File: config.mk
export PLATFORM = sky130hd
export DESIGN_NAME = serial_8bit_subtractor
export DESIGN_NICKNAME = d
export VERILOG_FILES = /design/src/rtl/serial_8bit_subtractor.sv
export SDC_FILE = /design/constraint.sdc
export NUM_CORES = 1
export LEC_CHECK = 0
export ABC_CLOCK_PERIOD_IN_PS = 1400
export BUFFER_PORTS_ARGS = -buffer_cell sky130_fd_sc_hd__buf_2
export CAP_MARGIN = 20
export CORE_MARGIN = 2
export CORE_UTILIZATION = 35
export DETAILED_ROUTE_END_ITERATION = 10
export PLACE_DENSITY = 0.62
export SLEW_MARGIN = 5
export SYNTH_ARGS = -nofsm -noshare
export SYNTH_HDL_FRONTEND = slang
export SYNTH_SLANG_ARGS = --single-unit
File: constraint.sdc
create_clock -name clk -period 1.4 [get_ports clk]
set_clock_uncertainty 0.15 [all_clocks]
set_input_delay 0.07 -clock clk [delete_from_list [all_inputs] [get_ports clk]]
set_output_delay 0.07 -clock clk [all_outputs]
set_load 0.02 [all_outputs]
File: src/rtl/serial_8bit_subtractor.sv
`default_nettype none
// ============================================================================
//  Module      : serial_8bit_subtractor
//  Description : Bit-serial unsigned subtractor. A single full-subtractor
//                slice computes diff = a - b - bin one bit per cycle, LSB
//                first, behind a valid/ready handshake on each side.
//
//                Timing: the accept edge counts as edge 1. WIDTH further
//                edges shift the operands, and out_valid is visible after
//                edge WIDTH+1. The result is consumed on the next edge that
//                sees out_ready. A new accept is possible on the edge after
//                that. With out_ready held high, operations can issue every
//                WIDTH+2 cycles.
//
//  Ports       : clk        - clock, rising-edge active
//                rst_n      - synchronous active-low reset
//                in_valid   - a/b/bin valid
//                in_ready   - block can accept operands (IDLE only)
//                a, b       - minuend / subtrahend (WIDTH bits)
//                bin        - borrow-in
//                out_valid  - diff/bout valid
//                out_ready  - consumer accepts the result
//                diff       - difference (WIDTH bits)
//                bout       - borrow-out
//                busy       - subtraction in progress (SHIFT or DONE)
//  Revision    : 1.0 - initial release
// ============================================================================
module serial_8bit_subtractor #(
    parameter int WIDTH = 8
) (
    input  logic             clk,
    input  logic             rst_n,
    input  logic             in_valid,
    output logic             in_ready,
    input  logic [WIDTH-1:0] a,
    input  logic [WIDTH-1:0] b,
    input  logic             bin,
    output logic             out_valid,
    input  logic             out_ready,
    output logic [WIDTH-1:0] diff,
    output logic             bout,
    output logic             busy
);

    localparam int c_CW = (WIDTH > 1) ? $clog2(WIDTH) : 1;
    localparam logic [c_CW-1:0] c_LAST = c_CW'(WIDTH - 1);

    typedef enum logic [1:0] {
        IDLE  = 2'd0,
        SHIFT = 2'd1,
        DONE  = 2'd2
    } state_t;

    state_t            r_state;
    logic [WIDTH-1:0]  r_a;
    logic [WIDTH-1:0]  r_b;
    logic              r_br;
    logic [c_CW-1:0]   r_cnt;
    logic [WIDTH-1:0]  r_diff;
    logic              r_bout;
    logic              r_out_valid;
    logic              r_busy;

    // Full-subtractor slice on the current LSBs of the operand registers.
    logic              w_ai;
    logic              w_bi;
    logic              w_d;
    logic              w_br_next;
    logic [WIDTH:0]    w_diff_cat;

    assign w_ai      = r_a[0];
    assign w_bi      = r_b[0];
    assign w_d       = w_ai ^ w_bi ^ r_br;
    assign w_br_next = (~w_ai & w_bi) | (~w_ai & r_br) | (w_bi & r_br);

    // New difference bit enters at the MSB side. After WIDTH shifts the
    // first (LSB) bit has reached position 0.
    assign w_diff_cat = {w_d, r_diff};

    always_ff @(posedge clk) begin
        if (!rst_n) begin
            r_state     <= IDLE;
            r_a         <= '0;
            r_b         <= '0;
            r_br        <= 1'b0;
            r_cnt       <= '0;
            r_diff      <= '0;
            r_bout      <= 1'b0;
            r_out_valid <= 1'b0;
            r_busy      <= 1'b0;
        end else begin
            case (r_state)
                IDLE: begin
                    // in_ready is high throughout IDLE, so in_valid alone
                    // completes the handshake here.
                    if (in_valid) begin
                        r_a     <= a;
                        r_b     <= b;
                        r_br    <= bin;
                        r_cnt   <= '0;
                        r_busy  <= 1'b1;
                        r_state <= SHIFT;
                    end
                end
                SHIFT: begin
                    r_a    <= r_a >> 1;
                    r_b    <= r_b >> 1;
                    r_br   <= w_br_next;
                    r_diff <= w_diff_cat[WIDTH:1];
                    r_cnt  <= r_cnt + 1'b1;
                    if (r_cnt == c_LAST) begin
                        r_bout      <= w_br_next;
                        r_out_valid <= 1'b1;
                        r_state     <= DONE;
                    end
                end
                DONE: begin
                    // The result registers stay untouched until consumed.
                    if (out_ready) begin
                        r_out_valid <= 1'b0;
                        r_busy      <= 1'b0;
                        r_state     <= IDLE;
                    end
                end
                default: begin
                    r_state     <= IDLE;
                    r_out_valid <= 1'b0;
                    r_busy      <= 1'b0;
                end
            endcase
        end
    end

    assign in_ready  = (r_state == IDLE);
    assign out_valid = r_out_valid;
    assign diff      = r_diff;
    assign bout      = r_bout;
    assign busy      = r_busy;

endmodule
`default_nettype wire
==> summary.md <==
| Metric | Value |
|---|---|
| Period utilisation layout | 0.961 |
| Routed length per instance | about 12 microns |
| Clock-pin slew on the worst setup and hold paths | ~0.070 ns |
| Class of the tightest hold or removal check | in2reg |
| Final wirelength | 3210 microns |
| Critical path start-end classification | reg2reg |
| Data required, critical path | approximately 1.5 ns |
| Hold violation total from the final report | 0 |
| Startpoint type of the worst setup path | register |
| P per Cell Area | about 1000 nW/um^2 |
| Total die area | 4620 sq um |
| Growth of design area from synthesis to finish | 36.9% |
| Async S/R FF share, synth | 0 |
| Setup repair after global routing missed its margin | false |
| Wire length of the first global-routing pass | 5290 microns |
| Max-cap viol count | 0 |
| Initial Utilization | 0.361 |
| Number of nets with antenna violations after detailed routing | 0 |
| Max Transition Viols Final | 0 |
| Final critical path time including I/O delays and setup | roughly 1.3 ns |
| Avg Synthesized Cell Area | a little over 9 sq um |
| Cell area after synthesis | 1430 sq um |
| Pin count of the biggest net entering global routing | 39 |
| Detailed Place HPWL | between 2000 and 2500 microns |
| Cell leakage power | 0.000819 uW |
| IR drop worst, VDD | between 0.6 and 0.7 mV |
| Number of vias after detailed routing | approximately 1,300 |
| Number of antenna diodes | 0 |
| Final design utilization | 0.494 |
| Clock sinks | 33 |
| Run status | complete, no violations |
| Net Count, Synth | approximately 180 |
| Fmax | around 740 MHz |
| Global route overflow | 0 |
| Mapped Cells | roughly 160 |
| Buffer type at the clock tree root | clkbuf_8 |
| Final setup fails | 0 |
| Number of global-route vias before repair | around 1,200 |
| Most common cell after layout, fill and taps aside | buf_2 |
| I/O pin total | 33 |
| Post-detailed-route via-to-cell ratio | 4.88 |
| Number of buffers added by the clock tree synthesis step | 5 |
| Dominant register cell in the synthesized netlist | dfxtp_1 |
| 1st-pass router iterations | 4 |
| Total global-route track usage | 0.156 |
| Crit Path Max Fanout | 2 |
| Number of nets in the layout | ~240 |
| Buffer count from post-CTS setup fixing | 0 |
| Number of antenna violations at the first check in global routing | 0 |
| Sequential-to-total area share from yosys stat | 0.461 |
| Highest-count cells in the layout ignoring fill and taps | buf_2 (32), dfxtp_1 (31), nand2_1 (24) |
| Endpoint class of the critical path | register |
| Std-Cell Core Area | around 4000 sq um |
| Die Span Y | approximately 70 microns |
| Number of port buffers | 32 |
| Post-synthesis sequential element count | 33 |
| Number of filler cells placed in the layout | roughly 390 |
| CTS max path bufs | 2 |
| Insertion delay of the later-clocked pin in the worst-skew pair | around 0.3 ns |
| CTS tree | yes |
| Crit path cell chain | inv_1 > fa_2 > nand2_1 > o211a_1 |
| Number of DRC violations after detailed routing | 0 |
| Slowest stage delay, CP | around 0.55 ns |
| Number of library cell types mapped by synthesis | 29 |
| Number of flops mapped to enable cells by yosys | 0 |
| Cell area after placement | roughly 1700 sq um |
| Initial drt markers | ~70 |
| Highest-delay cell along the critical path | fa_2 |
| Die X-Extent | 68.0 microns |
| Row count | 23 |
| Final weighted congestion in routability-driven placement | 0.751 |
| Post-Layout Inst Area | approximately 2000 sq um |
| YS warnings | 0 |
| Number of H-tree branching levels | 2 |
| Layout cells sized above 1 | 0.266 |
| Worst path arrival time | between 1 and 1.5 ns |
| Worst-margin pin slew | ~0.35 ns |
| Relative slew slack | 0.766 |
| Number of placed instances with taps included | ~240 |
| Final TNS setup | 0 ns |
| Non-filler instance count after layout | about 260 |
critical path: cells and delay by family (launching register included):
kind / cells / cell delay [ns]
buffers and inverters: 1 / 0.05
and+or+nand+nor: 1 / 0.05
AOI/OAI and AO/OA: 1 / 0.12
DFF: 1 / 0.33
adders and majority gates: 1 / 0.55
repair_timing:
| item | 4_1_cts | 5_1_grt |
|---|---|---|
| hold buffers | 20 | 0 |
| gates resized for setup | 0 | 7 |
| hold endpoints to repair | 20 | 0 |
| endpoints found under the setup margin | 0 | 23 |
metrics by stage:
stage	hold WS (ns)	setup WS (ns)	power [uW]
6_report	0.0258	0.0549	2040
5_1_grt	0.0529	0.0107	2150
4_1_cts	0.0150	0.00458	2060
3_5_place_dp	0.188	0.00370	1300
3_3_place_gp	0.183	0.0173	1300
2_1_floorplan	0.0632	0.0801	1220
area by class of cell:
class,instances,area [sq um],area share
timing repair buffer,62,435,0.222
inverter,2,7.51,0.00383
sequential,33,663,0.338
clock buffer,5,68.8,0.0351
tap,50,62.6,0.0319
clock inverter,3,17.5,0.00893
multi-input combinational,109,707,0.360
cell usage after synthesis (4+ instances only):
| master | count | area (sq um) |
|---|---|---|
| nand3_1 | 4 | 20.0 |
| dfxtp_1 | 33 | 661 |
| mux2i_1 | 15 | 150 |
| buf_2 | 5 | 25.0 |
| a21boi_1 | 5 | 37.5 |
| nand2_1 | 24 | 90.1 |
| nor2_1 | 4 | 15.0 |
| o21ai_1 | 11 | 55.1 |
| a21oi_1 | 4 | 20.0 |
| o21ai_0 | 9 | 45.0 |
| o211ai_1 | 15 | 113 |
kinds of logic after synthesis:
kind of cell,synth area share
compound gates,0.227
mux,0.105
flops,0.461
simple gates,0.124
fa+ha+maj,0.0314
buf+inv,0.0515
layer usage:
layer,vias up,share of wire,GRT usage
met5,-,0,0
met4,0,0.017,0.0900
met1,584,0.45,0.187
li1,665,-,-
met3,7,0.068,0.0444
met2,33,0.46,0.248
flip-flops by register name, summed over array words and instances, names as in the netlist:
signal / cells
r_a: 8
bout: 1
r_state: 2
busy: 1
r_cnt: 3
out_valid: 1
diff: 8
r_b: 8
r_br: 1
worst paths after layout:
check	startpoint	endpoint	slack (ns)	depth (start not counted)
worst min-delay path	rst_n	r_state[0]	0.03	4
worst max register to register	r_a[0]	diff[7]	0.05	4
worst max-delay path	r_a[0]	diff[7]	0.05	4
worst min register to register	diff[0]	diff[0]	0.31	2
report_power, final:
part	leakage [uW]	internal, uW	total [uW]	switching, uW
registers	0.000271	992	1030	33.6
clock network	0.0000439	343	715	372
logic	0.000504	155	304	150
(Power assumes the default switching activity.)
